`config.mk`:
```
export PLATFORM = sky130hd
export DESIGN_NAME = vpu_vreg_write_arbiter
export DESIGN_NICKNAME = d
export VERILOG_FILES = /design/src/rtl/vpu_pkg.sv /design/src/rtl/vpu_rr_arbiter.sv /design/src/rtl/vpu_vreg_write_arbiter.sv
export SDC_FILE = /design/constraint.sdc
export NUM_CORES = 1
export LEC_CHECK = 0
export ABC_CLOCK_PERIOD_IN_PS = 1900
export BUFFER_PORTS_ARGS = -buffer_cell sky130_fd_sc_hd__buf_2
export CORE_AREA = 3 3 140 142
export CTS_CLUSTER_SIZE = 14
export DETAILED_ROUTE_END_ITERATION = 8
export DIE_AREA = 0 0 143 145
export GPL_TIMING_DRIVEN = 0
export MAX_ROUTING_LAYER = met4
export PLACE_DENSITY = 0.62
export SYNTH_ARGS = -nofsm -noshare
export SYNTH_HDL_FRONTEND = slang
export SYNTH_SLANG_ARGS = --single-unit
```
`constraint.sdc`:
```
create_clock -name clk_i -period 1.9 [get_ports clk_i]
set_clock_uncertainty 0.05 [all_clocks]
set_input_delay 0.19 -clock clk_i [delete_from_list [all_inputs] [get_ports clk_i]]
set_output_delay 0.19 -clock clk_i [all_outputs]
set_load 0.005 [all_outputs]
```
`src/rtl/vpu_pkg.sv`:
```
// Shared VPU constants and the register-file write request payload.
package vpu_pkg;

    localparam int unsigned NREQ   = 3;
    localparam int unsigned VLEN   = 64;
    localparam int unsigned NREG   = 32;
    localparam int unsigned REG_AW = 5;
    localparam int unsigned BWEB_W = VLEN / 8;

    localparam int unsigned REQ_ALU = 0;
    localparam int unsigned REQ_MUL = 1;
    localparam int unsigned REQ_LSU = 2;

    typedef struct packed {
        logic [REG_AW-1:0] addr;
        logic [BWEB_W-1:0] bweb;
        logic [VLEN-1:0]   data;
        logic              last;
    } vreg_wreq_t;

endpackage

```
`src/rtl/vpu_rr_arbiter.sv`:
```
// Round-robin arbiter: one-hot combinational grant, pointer advances past the winner.
module vpu_rr_arbiter #(
    parameter int unsigned NREQ = 3
) (
    input  logic            clk_i,
    input  logic            rst_ni,
    input  logic [NREQ-1:0] valid_i,
    output logic [NREQ-1:0] gnt_c_o
);

    localparam int unsigned PTR_W = (NREQ > 1) ? $clog2(NREQ) : 1;

    logic [PTR_W-1:0] ptr_q, ptr_d;
    logic [PTR_W-1:0] sel_c;
    logic             found_c;

    // Two passes: first requesters at or above the pointer, then wrap to the bottom.
    always_comb begin
        gnt_c_o = '0;
        sel_c   = '0;
        found_c = 1'b0;
        for (int unsigned i = 0; i < NREQ; i++) begin
            if (!found_c && valid_i[i] && (i >= 32'(ptr_q))) begin
                found_c    = 1'b1;
                sel_c      = PTR_W'(i);
                gnt_c_o[i] = 1'b1;
            end
        end
        for (int unsigned i = 0; i < NREQ; i++) begin
            if (!found_c && valid_i[i]) begin
                found_c    = 1'b1;
                sel_c      = PTR_W'(i);
                gnt_c_o[i] = 1'b1;
            end
        end
    end

    always_comb begin
        ptr_d = ptr_q;
        if (found_c) begin
            ptr_d = (sel_c == PTR_W'(NREQ - 1)) ? '0 : sel_c + PTR_W'(1);
        end
    end

    always_ff @(posedge clk_i) begin
        if (!rst_ni) begin
            ptr_q <= '0;
        end else begin
            ptr_q <= ptr_d;
        end
    end

endmodule

```
`src/rtl/vpu_vreg_write_arbiter.sv`:
```
// Shares the vector regfile write port among ALU/MUL/LSU and tracks pending writes per register.
module vpu_vreg_write_arbiter
    import vpu_pkg::*;
(
    input  logic                          clk_i,
    input  logic                          rst_ni,
    input  logic [NREQ-1:0]               req_valid_i,
    output logic [NREQ-1:0]               req_ready_o,
    input  logic [NREQ-1:0][REG_AW-1:0]   req_addr_i,
    input  logic [NREQ-1:0][BWEB_W-1:0]   req_bweb_i,
    input  logic [NREQ-1:0][VLEN-1:0]     req_data_i,
    input  logic [NREQ-1:0]               req_last_i,
    input  logic                          issue_valid_i,
    input  logic [REG_AW-1:0]             issue_vd_i,
    output logic                          vreg_write_en_o,
    output logic [REG_AW-1:0]             vreg_write_addr_o,
    output logic [BWEB_W-1:0]             vreg_write_bweb_o,
    output logic [VLEN-1:0]               vreg_write_data_o,
    output logic [NREG-1:0]               vreg_busy_o
);

    logic [NREQ-1:0] arb_valid_c;
    logic [NREQ-1:0] gnt_c;
    vreg_wreq_t      wreq_q, wreq_d;
    logic            wen_q, wen_d;
    logic [NREG-1:0] busy_q, busy_d;

    // No grants while reset is asserted so requesters re-present afterwards.
    assign arb_valid_c = req_valid_i & {NREQ{rst_ni}};

    vpu_rr_arbiter #(
        .NREQ (NREQ)
    ) u_arb (
        .clk_i   (clk_i),
        .rst_ni  (rst_ni),
        .valid_i (arb_valid_c),
        .gnt_c_o (gnt_c)
    );

    assign req_ready_o = gnt_c;

    // Capture the winner's payload; hold the last payload when nothing is granted.
    always_comb begin
        wen_d  = |gnt_c;
        wreq_d = wreq_q;
        for (int unsigned i = 0; i < NREQ; i++) begin
            if (gnt_c[i]) begin
                wreq_d.addr = req_addr_i[i];
                wreq_d.bweb = req_bweb_i[i];
                wreq_d.data = req_data_i[i];
                wreq_d.last = req_last_i[i];
            end
        end
    end

    // Clear on the committing last write, then set from issue so a new writer wins.
    always_comb begin
        busy_d = busy_q;
        if (wen_q && wreq_q.last) begin
            busy_d[wreq_q.addr] = 1'b0;
        end
        if (issue_valid_i) begin
            busy_d[issue_vd_i] = 1'b1;
        end
    end

    always_ff @(posedge clk_i) begin
        if (!rst_ni) begin
            wen_q  <= 1'b0;
            wreq_q <= '0;
            busy_q <= '0;
        end else begin
            wen_q  <= wen_d;
            wreq_q <= wreq_d;
            busy_q <= busy_d;
        end
    end

    assign vreg_write_en_o   = wen_q;
    assign vreg_write_addr_o = wreq_q.addr;
    assign vreg_write_bweb_o = wreq_q.bweb;
    assign vreg_write_data_o = wreq_q.data;
    assign vreg_busy_o       = busy_q;

endmodule

```
# Word-level counts from Yosys, hierarchy flattened
# Index checks and enable logic that the tools add are counted.
# word_totals
latch_bits	0
mem_bits_ro	0
wordCells	64
register_bits	113
ramBits	0
out_inout_bits	113
input_bits	245
mem_count	0
# op_classes
order_cmp	7
div	0
reduce_logical	18
shift	0
eq_ne	1
n_bitwise	4
add_sub_neg	1
n_mul	0
n_mux	26
# ops
cell	count
two-way mux 78 bit	3
two-way mux 32 bit	2
AND 32 bit	1
NOT 32 bit	1
bitwise OR 32 bit	1
two-way mux 1 bit	14
less-than comparator 5 x 6 -> 1 bit, second input constant	2
logical AND 1 bit	11
demux 1 bit (select 5 bit)	2
greater-or-equal comparator 5 x 1 -> 1 bit, second input constant	2
two-way mux 2 bit	5
zero test 1 bit	5
greater-or-equal comparator 1 x 2 -> 1 bit, first input constant	2
AND 3 bit	1
nonzero test 3 bit	1
OR reduction 3 bit	1
adder 2 x 1 -> 2 bit, second input constant	1
== test 2 bit, second input constant	1
greater-or-equal comparator 2 bit, first input constant	1

# Logic depth before layout (Yosys ltp)
# Gate-level depths: netlist of run 1.
# logic_depth
ltp_word	22
mapped_depth	8
mapped_depth_nobuf	4

# Modules after synthesis
# From an unflattened synthesis of run 1, not the netlist that was laid out.
# unflattened
hier_cells	692
area_unflattened_um2	6563.8
# modules_own_cells
mod	n_inst	area_per_inst_um2	cells_each	seq_area_each_um2
vpu_vreg_write_arbiter	1	6366.1	669	2222.1
vpu_rr_arbiter	1	197.7	23	40.0

# Worst setup path after synthesis of run 1
# Ideal clock, no wire load.
# synth_path
path_type	reg-to-reg
start	reg u_arb.ptr_q[0]
end	reg wreq_q (netlist bit vreg_write_bweb_o[0])
path_slack_ps	279
path_buffers	3
required_time_ps	1731
setup_ps	119
period_less_slack_ps	1621
path_stages_with_launch	8
arrival_time_ps	1451
path_cell_list	dfxtp_1 -> nor3b_1 -> o311a_1 -> buf_2 -> buf_2 -> buf_6 -> a22oi_1 -> nand2_1
# synth_between
elab_chain_len	21
word_cells_on_any_way	29
cone_classes	3 x order compare; 12 x mux; 14 x reduce/logical
# synth_lines
item	line_no	text
start: declaration	vpu_rr_arbiter.sv:13	logic [PTR_W-1:0] ptr_q, ptr_d;
start signal: assignment	vpu_rr_arbiter.sv:49	ptr_q <= ptr_d;
greater-or-equal comparator 1 x 2 -> 1 bit	vpu_rr_arbiter.sv:23	if (!found_c && valid_i[i] && (i >= 32'(ptr_q))) begin
logical AND 1 bit	vpu_rr_arbiter.sv:23	
two-way mux 1 bit	vpu_rr_arbiter.sv:23	
zero test 1 bit	vpu_rr_arbiter.sv:23	
logical AND 1 bit (2 in a row)	vpu_rr_arbiter.sv:23	
two-way mux 1 bit	vpu_rr_arbiter.sv:23	
zero test 1 bit	vpu_rr_arbiter.sv:23	
logical AND 1 bit (2 in a row)	vpu_rr_arbiter.sv:23	
[... 3 more ...]	n/a	
two-way mux 1 bit	vpu_rr_arbiter.sv:30	if (!found_c && valid_i[i]) begin
zero test 1 bit	vpu_rr_arbiter.sv:30	
logical AND 1 bit	vpu_rr_arbiter.sv:30	
two-way mux 1 bit	vpu_rr_arbiter.sv:30	
zero test 1 bit	vpu_rr_arbiter.sv:30	
logical AND 1 bit	vpu_rr_arbiter.sv:30	
two-way mux 1 bit	vpu_rr_arbiter.sv:30	
nonzero test 3 bit (no line) / two-way mux 78 bit (equally long branches)	n/a	
end signal: assignment	vpu_vreg_write_arbiter.sv:74	wreq_q <= wreq_d;
end: declaration	vpu_vreg_write_arbiter.sv:24	vreg_wreq_t wreq_q, wreq_d;
# Several ways; a longest one is shown, not always the timed one.
# A chain may end at the register's enable or synchronous reset.

# Final worst setup path of run 1
# layout_path
start	reg u_arb.ptr_q[0]
end	out req_ready_o[2]
# layout_between
elab_chain_len	20
word_cells_on_any_way	23
cone_classes	3 x order compare; 7 x mux; 13 x reduce/logical
# layout_lines
item	line_no	text
greater-or-equal comparator 1 x 2 -> 1 bit	vpu_rr_arbiter.sv:23	
logical AND 1 bit	vpu_rr_arbiter.sv:23	
two-way mux 1 bit	vpu_rr_arbiter.sv:23	
zero test 1 bit	vpu_rr_arbiter.sv:23	
logical AND 1 bit (2 in a row)	vpu_rr_arbiter.sv:23	
two-way mux 1 bit	vpu_rr_arbiter.sv:23	
zero test 1 bit	vpu_rr_arbiter.sv:23	
logical AND 1 bit (2 in a row)	vpu_rr_arbiter.sv:23	
[... 2 more ...]	n/a	
logical AND 1 bit	vpu_rr_arbiter.sv:30	
two-way mux 1 bit	vpu_rr_arbiter.sv:30	
zero test 1 bit	vpu_rr_arbiter.sv:30	
logical AND 1 bit	vpu_rr_arbiter.sv:30	
two-way mux 1 bit	vpu_rr_arbiter.sv:30	
zero test 1 bit	vpu_rr_arbiter.sv:30	
logical AND 1 bit	vpu_rr_arbiter.sv:30	
two-way mux 1 bit *	vpu_rr_arbiter.sv:30	
end: declaration	vpu_vreg_write_arbiter.sv:8	output logic [NREQ-1:0] req_ready_o,
# Every way passes the cells marked *; elsewhere a longest branch is shown, timed or not.

==> key figures, run 1 <==
Clock tree
  – CTS tree: yes
  – Clk Latency, worst-skew pair: 420 ps
  – Clk sinks: between 100 and 150
  – Worst-path clk slew: 60 ps
  – Clock buffer depth: 2
  – Htree depth: 4
  – TritonCTS Buffers: 17
  – Root Driver: clkbuf_16

Synth
  – Most used flip-flop cell after synthesis: dfxtp_1
  – Number of synthesized flops with an enable pin: 0
  – Top-count cell post-synth: dfxtp_1
  – Syn nets: ~850
  – Area leader, netlist: dfxtp_1
  – Top cells by area, synth: dfxtp_1 (42%), a32oi_1 (13%), a22oi_1 (11%)
  – Synthesis Warnings: 0
  – Seq/Total Area, Yosys: a little over two fifths
  – Share of the synthesized area in the top cell type: 41.9%
  – Synthesized flop and latch total: roughly 110
  – Asr flop ratio synth: 0%
  – Post-synth top cells: dfxtp_1 (113), nand2_1 (95), a22oi_1 (79)
  – Post-synthesis area per instance: ~9.0 um^2
  – Post-Syn Area: between 5000 and 6000 um^2
  – Post-Synthesis Cells: 603
  – Synth unique cells: 30

STA
  – Final setup violating endpoints: 0
  – Hold_ws: approximately 5.0 ps
  – Worst-margin pin slew: about 760 ps
  – Fin crit share: about 100%
  – Slew Viols, Final: 0
  – Final hold vios: 0
  – Max Clock Freq: ~0.53 GHz
  – Fin crit period: ~1900 ps
  – RSZ-0062 raised after global routing: yes
  – Max_slew headroom: approximately half

Pwr
  – Switching part of the total power: approximately 25%
  – Int Pwr: slightly below 6 mW
  – Pleak: 5.15 nW
  – Total power draw: roughly 7.9 mW
  – Part of the power in the clock network: approximately 45%
  – Peak supply drop: roughly 560 uV
  – Cell area power density: approximately 740 nW/um^2
  – Gate power share: 21.1%
  – NetSw: 1.98 mW
  – Flop pwr share: about a third

Critical path
  – CP Class: register to primary output
  – RR Startpoint: u_arb.ptr_q[0]
  – Slowest CP cell: dfxtp_4
  – Data required, critical path: roughly 1700 ps
  – CP cell instances: nor3b_1 > o311a_1 > buf_6 > clkbuf_16 > buf_6
  – FF-to-FF path depth: 7
  – Slowest stage delay, CP: approximately 370 ps
  – Critical path arrival: 1630 ps
  – Reg2Reg Setup Slack: ~40 ps
  – Worst setup EP type: primary output
  – Crit start category: register
  – Capture point of the worst reg-to-reg path: vreg_write_data_o[38]
  – Worst Path Max Fanout: 6
  – Crit path top cell by count: buf_6

Layout
  – Syn-to-layout area delta: 97.4%
  – Fill count: 1523
  – Layout cells sized above 1: a little over two fifths
  – Fin nets: 1459

Global route
  – Gr usage total: between 20% and 30%
  – First-pass GRT wire length: 43.1 mm
  – Vias in the first global route: slightly above 8000
  – Largest net degree at the start of global routing: 17
  – Grt total ovfl: 0
  – Initial antenna violation count: 3

Route
  – Detailed-route vias per instance: about 5.2
  – DRT antenna net count: 0
  – Via count: ~7600
  – Drt drc: 0
  – Post-DR wirelength/cell: 19.7 um
  – 1st-iter DRT viols: just over 400
  – Drt pass-1 iters: 5
  – Final WL: approximately 29 mm

Floorplan
  – DIE HEIGHT: ~150 um
  – IO Pins: between 300 and 400
  – Chip width: about 140 um
  – Core area: between 15000 and 20000 um^2
  – Starting Density: 29.1%
  – Die area: about 21000 um^2
  – Cell row count: 50

Placement
  – Buffers on Ports: roughly 350
  – GPL Wtd Cong: between 0.8 and 0.9
  – DP Wirelength: 17.9 mm

Run
  – Max-cap violations: 0

Min path
  – Worst hold start: req_addr_i[4]
  – Worst Hold Path EP: vreg_write_addr_o[4]
  – Hold Path Depth: 3
  – Hold WC Path Type: input port to register

Outcome
  – Status: finished, final reports clean
[cell families (layout without fill, tap and decap cells)]
kind of cell / count (synthesis) / count (layout) / synth area share, %
other: 0 / 3 / 0
buffers and inverters: 133 / 757 / 15.0
flip-flops: 113 / 113 / 41.9
AO/OA/AOI/OAI: 215 / 215 / 31.1
AND/OR/NAND/NOR: 142 / 142 / 12.0
[how the worst max path moves through the flow]
stage | start | end | slack, ps
after detailed placement | req_valid_i[1] | vreg_write_data_o[23] | -460
final | u_arb.ptr_q[0] | req_ready_o[2] | 30
after CTS | u_arb.ptr_q[0] | req_ready_o[0] | -7
after global routing | u_arb.ptr_q[0] | vreg_write_data_o[38] | -60
after global placement | req_valid_i[1] | vreg_write_data_o[23] | -490
after floorplan | u_arb.ptr_q[0] | vreg_write_bweb_o[0] | 280
[power groups by stage]
| stage | clock, mW | sequential (mW) | combinational [mW] |
|---|---|---|---|
| floorplan | 0 | 2.68 | 0.594 |
| global placement | 0 | 2.70 | 1.17 |
| detailed placement | 0 | 2.70 | 1.18 |
| CTS | 3.63 | 2.65 | 1.59 |
| global route | 3.73 | 2.68 | 1.79 |
| finish | 3.59 | 2.66 | 1.67 |
[per-stage QoR]
step	setup slack [ps]	utilization (%)	std cells	instance area (um^2)	TNS, ps
after floorplan	279	-	603	5400	0
after global placement	-490	40.2	1190	7460	-21140
after detailed placement	-459	40.2	1190	7460	-20280
after CTS	-6.61	56.9	1458	10600	-6.61
after global routing	-55.2	57.4	1464	10700	-75.6
final	26.3	57.4	1464	10700	0
[worst max-delay path, delay by kind of cell (launching register included)]
| family | cells | cell delay (ps) |
|---|---|---|
| AOI/OAI and AO/OA | 1 | 300 |
| buffers and inverters | 3 | 390 |
| DFF | 1 | 370 |
| and+or+nand+nor | 1 | 150 |
[per-layer routing]
| metal | up-vias | GRT usage, % | share of wire (%) |
|---|---|---|---|
| li1 | 3467 | - | - |
| met1 | 3477 | 29.0 | 36 |
| met2 | 490 | 44.8 | 49 |
| met3 | 149 | 6.89 | 7.9 |
| met4 | 0 | 19.0 | 6.6 |
| met5 | - | - | 0 |
[timing repair]
action,4_1_cts,5_1_grt
gates resized for setup,27,28
pin swaps,4,1
buffers inserted,8,3
endpoints found under the hold margin,78,0
gates cloned,0,0
endpoints found under the setup margin,83,51
hold buffers,228,0
[registers in the layout, summed over array words and instances (netlist names)]
signal / flops
wreq_q: 1
vreg_write_addr_o: 5
u_arb.ptr_q: 2
vreg_write_data_o: 64
vreg_write_bweb_o: 8
vreg_write_en_o: 1
vreg_busy_o: 32
[cells in the final DEF (no fill, tap or decap), types with 2 or more instances in the layout]
master,netlist,routed
nand2b_1,3,3
a22oi_1,79,66
o211ai_1,20,20
dfxtp_4,0,2
nor2b_4,0,2
a32o_1,9,9
nand4_1,2,2
clkbuf_2,0,4
inv_1,4,4
diode_2,0,3
buf_2,13,367
clkinv_2,0,3
dfxtp_1,113,111
bufinv_16,0,5
o21ai_0,23,23
clkbuf_1,38,30
nand3_1,6,6
or3_1,2,2
buf_4,77,88
nor3b_1,6,6
buf_6,1,4
a22oi_2,0,13
nand2_1,95,95
clkbuf_16,0,18
nor3_1,4,4
nor2b_1,5,3
clkbuf_8,0,3
nor2_1,6,6
a32oi_1,78,78
dlygate4sd3_1,0,228
nand3b_1,6,6
clkinvlp_4,0,2
and2_1,3,3
or2_2,2,2
[area by class of cell]
cell class	count	area (um^2)	share of cell area, %
antenna	3	7.51	0.0704
clock inverter	10	180	1.69
multi-input combinational	357	2440	22.9
sequential	113	2270	21.3
clock buffer	22	474	4.45
inverter	4	15.0	0.141
buffer	129	845	7.92
tap	234	293	2.75
timing repair buffer	592	4140	38.8
No activity file was read; power rests on OpenSTA's default activity.
==> run 2, diff against run 1 <==
--- a/constraint.sdc
+++ b/constraint.sdc
@@ -3,3 +3,3 @@
 set_input_delay 0.19 -clock clk_i [delete_from_list [all_inputs] [get_ports clk_i]]
 set_output_delay 0.19 -clock clk_i [all_outputs]
-set_load 0.005 [all_outputs]
+set_load 0.05 [all_outputs]
==> key figures, run 2 (same netlist as run 1, synthesis figures left out) <==
Layout
  – Cell Count, Final, Fillers Out: 1460 (-0.27%)
  – Post-route design area: 10700 um^2 (about the same)
  – Fin nets: 1455 (-0.27%)
  – Max FFs per register: 64 (unchanged)
  – Most frequent cells in the layout: buf_2 (364), dlygate4sd3_1 (228), dfxtp_1 (111)
  – Syn-to-layout area delta: 97.4% (about the same)
  – Layout cells sized above 1: 42.1% (-0.11 points)
  – Commonest non-fill, non-tap cell in the layout: buf_2

Route
  – DRT antenna net count: 0 (unchanged)
  – Detailed-route vias per instance: 5.21 (+0.63%)
  – Drt pass-1 iters: 6 (+1)
  – Via count: 7610 (+0.36%)
  – Drt drc: 0 (unchanged)
  – 1st-iter DRT viols: 447 (+7.7%)
  – Final WL: 28.7 mm (-0.36%)
  – Post-DR wirelength/cell: 19.6 um (about the same)

Critical path
  – FF-to-FF path depth: 7 (unchanged)
  – Worst Path Max Fanout: 6 (unchanged)
  – CP Class: register to primary output
  – Crit start category: register
  – Worst path bufs/invs: 3 (unchanged)
  – Reg2Reg Setup Slack: 50 ps (about the same)
  – Slowest stage delay, CP: 370 ps (about the same)
  – Worst setup EP type: primary output
  – Slowest CP cell: dfxtp_4
  – Capture point of the worst reg-to-reg path: vreg_write_data_o[38]
  – Data required, critical path: 1660 ps (about the same)
  – Critical path arrival: 1660 ps (+30 ps)
  – CP top delay family: buffers and inverters
  – CP cell instances: nor2b_4 > o311a_1 > buf_6 > clkbuf_16 > buf_12
  – RR Startpoint: u_arb.ptr_q[1]

Pwr
  – Pleak: 5.14 nW (-0.21%)
  – Peak supply drop: 561 uV (about the same)
  – Total power draw: 8.51 mW (+7.4%)
  – Cell area power density: 798 nW/um^2 (+7.4%)

Clock tree
  – Clk Latency, worst-skew pair: 420 ps (about the same)
  – CTS tree: yes
  – Worst-path clk slew: 60 ps (about the same)
  – Htree depth: 4 (unchanged)
  – Root Driver: clkbuf_16
  – TritonCTS Buffers: 17 (unchanged)
  – Clock buffer depth: 2 (unchanged)
  – Clk sinks: 113 (unchanged)

Placement
  – DP Area: 7460 um^2 (unchanged)
  – Place WS: -517 ps (-57.9 ps)
  – DP Wirelength: 17.9 mm (unchanged)
  – GPL Wtd Cong: 0.884 (unchanged)
  – Buffers on Ports: 353 (unchanged)
  – Placed insts: 1190 (unchanged)

Floorplan
  – Chip width: 143 um (unchanged)
  – Core area: 18600 um^2 (unchanged)
  – Starting Density: 29.1% (unchanged)
  – Die area: 20700 um^2 (unchanged)
  – DIE HEIGHT: 145 um (unchanged)
  – Cell row count: 50 (unchanged)
  – IO Pins: 358 (unchanged)

Min path
  – Worst Hold Path EP: vreg_write_addr_o[4]
  – Hold WC Path Type: input port to register
  – Hold Path Depth: 3 (unchanged)
  – Worst hold start: req_addr_i[4]

Run
  – Max-cap violations: 0 (unchanged)

Global route
  – Largest net degree at the start of global routing: 17 (unchanged)
  – Gr usage total: 27.4% (-0.11 points)
  – First-pass GRT wire length: 42.9 mm (-0.35%)
  – Grt total ovfl: 0 (unchanged)
  – Vias in the first global route: 8089 (-0.48%)
  – Initial antenna violation count: 3 (unchanged)

STA
  – Worst-margin pin slew: 742 ps (-12.8 ps)
  – Final hold vios: 1 (+1)
  – Fin crit share: 100% (+1.4 points)
  – Slew Viols, Final: 0 (unchanged)
  – Final WS setup: -1.22 ps (-27.5 ps)
  – Max_slew headroom: 50.5% (+0.85 points)
  – Fin crit period: 1900 ps (+27.5 ps)
  – Max Clock Freq: 0.526 GHz (-1.4%)
  – Hold_ws: -5.60 ps (-10.6 ps)
  – RSZ-0062 raised after global routing: yes
  – Final setup violating endpoints: 1 (+1)

Outcome
  – Failing checks: negative hold slack, negative setup slack
  – Status: finished with violations
-- run 2: cell count changes in the layout (fill, tap and decap cells not counted) --
cell      before  now
buf_4         88   86
buf_12         0    1
buf_6          4    5
buf_2        367  364
clkbuf_1      30   29
-- run 2: worst max path at each step --
stage	startpoint	endpoint	cells past startpoint
final	u_arb.ptr_q[1]	req_ready_o[2]	5
after global placement	u_arb.ptr_q[0]	req_ready_o[1]	5
after detailed placement	u_arb.ptr_q[0]	req_ready_o[1]	5
after CTS	u_arb.ptr_q[1]	req_ready_o[2]	5
after floorplan	u_arb.ptr_q[0]	vreg_write_addr_o[0]	6
after global routing	u_arb.ptr_q[0]	req_ready_o[2]	5
-- run 2: worst reg2reg max path, stage by stage (launching register included) --
cell and delay, ps:
dfxtp_4 370, nor2b_4 130, o311a_1 340, buf_6 140
buf_4 160, clkbuf_2 210, a22oi_1 280, nand2_1 70
-- run 2: layer usage --
metal,vias to the layer above,routed length (um),share of wire [%],global-route usage (%)
li1,3460,-,-,-
met1,3522,10600,37,28.9
met2,478,14000,49,44.9
met3,150,2130,7.4,6.72
met4,0,1960,6.8,18.4
met5,-,0,0,-
-- run 2: power breakdown --
part / internal [mW] / switching [mW] / leakage (nW)
Sequential: 2.55 / 0.109 / 0.932
Clock: 2.42 / 1.16 / 0.316
Combinational: 0.975 / 1.29 / 3.89
-- run 2: final cells by class --
cell class,instances,area (um^2)
repair buffers,588,4120
plain buffers,129,858
flip-flops and latches,113,2270
well taps,234,293
diodes,3,7.51
multi-input cells,357,2440
fillers,1536,7920
inverters,4,15.0
clock buffers,22,474
clock inverters,10,180
-- run 2: through the flow --
step / utilization [%] / setup TNS [ps] / hold slack [ps]
detailed placement: 40.2 / -20730 / 358
finish: 57.4 / -1.22 / -5.60
global route: 57.4 / -48.9 / 4.92
floorplan: - / 0 / 269
global placement: 40.2 / -21570 / 357
CTS: 57.1 / -27.6 / 0.933
-- run 2: repair_timing --
item / CTS / global route
hold endpoints to repair: 78 / 0
pin swaps: 4 / 2
setup buffers: 7 / 0
hold buffers: 228 / 0
gates resized for setup: 38 / 29
endpoints found under the setup margin: 83 / 51
==> run 3, diff against run 2 <==
- CORE_AREA: 3 3 140 142 -> 3 3 139 141
- DIE_AREA: 0 0 143 145 -> 0 0 142 144
- PLACE_DENSITY: 0.62 -> 0.69
- SYNTH_HIERARCHICAL: unset -> 1
==> key figures, run 3 <==
Pwr
  – Cell area power density: 888 nW/um^2 (+11%)
  – Pleak: 4.79 nW (-6.8%)
  – Peak supply drop: 573 uV (+2.2%)
  – Total power draw: 8.74 mW (+2.6%)

Clock tree
  – CTS tree: yes
  – # hold bufs at CTS: 0 (-100%)
  – Clk Latency, worst-skew pair: 410 ps (about the same)
  – Clk sinks: 113 (unchanged)
  – Htree depth: 4 (unchanged)
  – Root Driver: clkbuf_16
  – TritonCTS Buffers: 17 (unchanged)
  – Worst-path clk slew: 60 ps (about the same)
  – Clock buffer depth: 2 (unchanged)

Min path
  – Worst hold start: rst_ni
  – Hold Path Depth: 2 (-1)
  – Worst Hold Path EP: u_arb/ptr_q[1]
  – Hold WC Path Type: input port to register

Synth
  – Share of the synthesized area in the top cell type: 34.5% (-7.4 points)
  – Post-Synthesis Cells: 692 (+15%)
  – Syn nets: 937 (+10%)
  – Synthesis Warnings: 6 (+6)
  – Synth unique cells: 37 (+23%)
  – Area leader, netlist: dfxtp_1
  – Post-Syn Area: 6560 um^2 (+22%)
  – Most used flip-flop cell after synthesis: dfxtp_1
  – Post-synth top cells: dfxtp_1 (113), a32o_1 (91), nand2b_1 (79)
  – Synthesized flop and latch total: 113 (unchanged)
  – Number of synthesized flops with an enable pin: 0 (unchanged)
  – Top-count cell post-synth: dfxtp_1
  – Asr flop ratio synth: 0% (unchanged)
  – Post-synthesis area per instance: 9.49 um^2 (+5.9%)
  – Seq/Total Area, Yosys: 34.5% (-7.4 points)
  – Top cells by area, synth: dfxtp_1 (34%), a32o_1 (14%), a211o_1 (10%)

Placement
  – Place WS: -784 ps (-267 ps)
  – DP Area: 8740 um^2 (+17%)
  – GPL Wtd Cong: 0.928 (+5.0%)
  – DP Wirelength: 19.2 mm (+7.4%)
  – Buffers on Ports: 357 (+1.1%)
  – Placed insts: 1278 (+7.4%)

Global route
  – First-pass GRT wire length: 36.8 mm (-14%)
  – Gr usage total: 24.0% (-3.4 points)
  – Vias in the first global route: 6679 (-17%)
  – Largest net degree at the start of global routing: 17 (unchanged)
  – Grt total ovfl: 0 (unchanged)
  – Initial antenna violation count: 2 (-1)

STA
  – Final hold vios: 0 (-1)
  – Worst-margin pin slew: 592 ps (-150 ps)
  – Slew Viols, Final: 0 (unchanged)
  – Fin crit share: 100% (about the same)
  – Max Clock Freq: 0.526 GHz (about the same)
  – Final setup violating endpoints: 1 (unchanged)
  – Setup TNS: -0.980 ps (+0.239 ps)
  – RSZ-0062 raised after global routing: yes
  – Final WS setup: -0.980 ps (+0.239 ps)
  – Fin crit period: 1900 ps (-0.239 ps)
  – Max_slew headroom: 60.2% (+9.7 points)
  – Hold_ws: 43.3 ps (+48.9 ps)

Layout
  – Syn-to-layout area delta: 49.8%
  – Post-route design area: 9840 um^2 (-7.7%)
  – Commonest non-fill, non-tap cell in the layout: buf_2
  – Final Util: 54.4% (-3.0 points)
  – Layout cells sized above 1: 50.7% (+8.6 points)
  – Most frequent cells in the layout: buf_2 (361), dfxtp_1 (111), a32o_1 (91)
  – Fin nets: 1326 (-8.9%)
  – Cell Count, Final, Fillers Out: 1324 (-9.3%)
  – Max FFs per register: 64 (unchanged)

Route
  – Detailed-route vias per instance: 5.20 (-0.31%)
  – Final WL: 25.3 mm (-12%)
  – Drt drc: 0 (unchanged)
  – Via count: 6880 (-9.6%)
  – 1st-iter DRT viols: 304 (-32%)
  – Post-DR wirelength/cell: 19.1 um (-2.7%)
  – DRT antenna net count: 0 (unchanged)
  – Drt pass-1 iters: 5 (-1)

Critical path
  – RR Startpoint: u_arb/ptr_q[1]
  – Critical path arrival: 2160 ps (+500 ps)
  – Data required, critical path: 2160 ps (+500 ps)
  – Worst Path Max Fanout: 10 (+4)
  – Reg2Reg Setup Slack: -1 ps (-50 ps)
  – CP Class: register to register
  – Worst setup EP type: register
  – Crit start category: register
  – FF-to-FF path depth: 6 (-1)
  – Capture point of the worst reg-to-reg path: vreg_write_addr_o[4]
  – Crit path from: u_arb/ptr_q[1]

Floorplan
  – Cell row count: 49 (-2.0%)
  – Core area: 18100 um^2 (-2.7%)
  – Starting Density: 36.3% (+7.2 points)
  – Die area: 20400 um^2 (-1.4%)
  – Chip width: 142 um (-0.70%)
  – IO Pins: 358 (unchanged)
  – DIE HEIGHT: 144 um (-0.69%)

Outcome
  – Status: finished with violations
  – Failing checks: negative setup slack

Run
  – Max-cap violations: 0 (unchanged)
run 3: layout make-up:
class                      count  area (um^2)
fill                        1676         8250
multi-input combinational    437         3370
sequential                   113         2270
timing repair buffer         373         2040
buffer                       135         1210
clock buffer                  19          453
tap                          229          287
clock inverter                12          183
inverter                       4         15.0
antenna                        2         5.00
run 3: worst max-delay path by stage:
stage               slack, ps               endpoint
finish                     -1   vreg_write_addr_o[4]
global route              -70   vreg_write_bweb_o[7]
CTS                       -50  vreg_write_data_o[29]
detailed placement       -780   vreg_write_addr_o[4]
global placement         -780   vreg_write_addr_o[4]
floorplan                -210              wreq_q[0]
run 3: logic make-up (layout without fill, tap and decap cells):
family | after synthesis | count (layout) | share of synthesized area, %
and+or+nand+nor | 225 | 225 | 21.5
AOI/OAI and AO/OA | 212 | 212 | 28.7
buffers and inverters | 142 | 543 | 15.4
DFF | 113 | 113 | 34.5
other | 0 | 2 | 0
run 3: worst max-delay path: stages, from the launching register on:
cell and delay, ps:
dfxtp_4 370, nor2b_4 130, o31a_4 390, buf_12 170, clkbuf_8 180, a211o_1 260
a32o_1 240
run 3: layer usage:
| layer | global-route usage, % | share of wire, % |
|---|---|---|
| met4 | 7.98 | 2.1 |
| met5 | - | 0 |
| met3 | 4.79 | 5.1 |
| met2 | 38.9 | 49 |
| met1 | 30.1 | 44 |
run 3: power by group:
group	switching, mW	internal [mW]
Combinational	1.43	1.12
Sequential	0.119	2.56
Clock	1.23	2.26
run 3: timing repair:
| item | CTS | global route |
|---|---|---|
| buffers inserted | 8 | 4 |
| pin swaps | 3 | 4 |
| gates resized for setup | 42 | 46 |
| gates cloned | 2 | 2 |
| setup endpoints to repair | 79 | 79 |
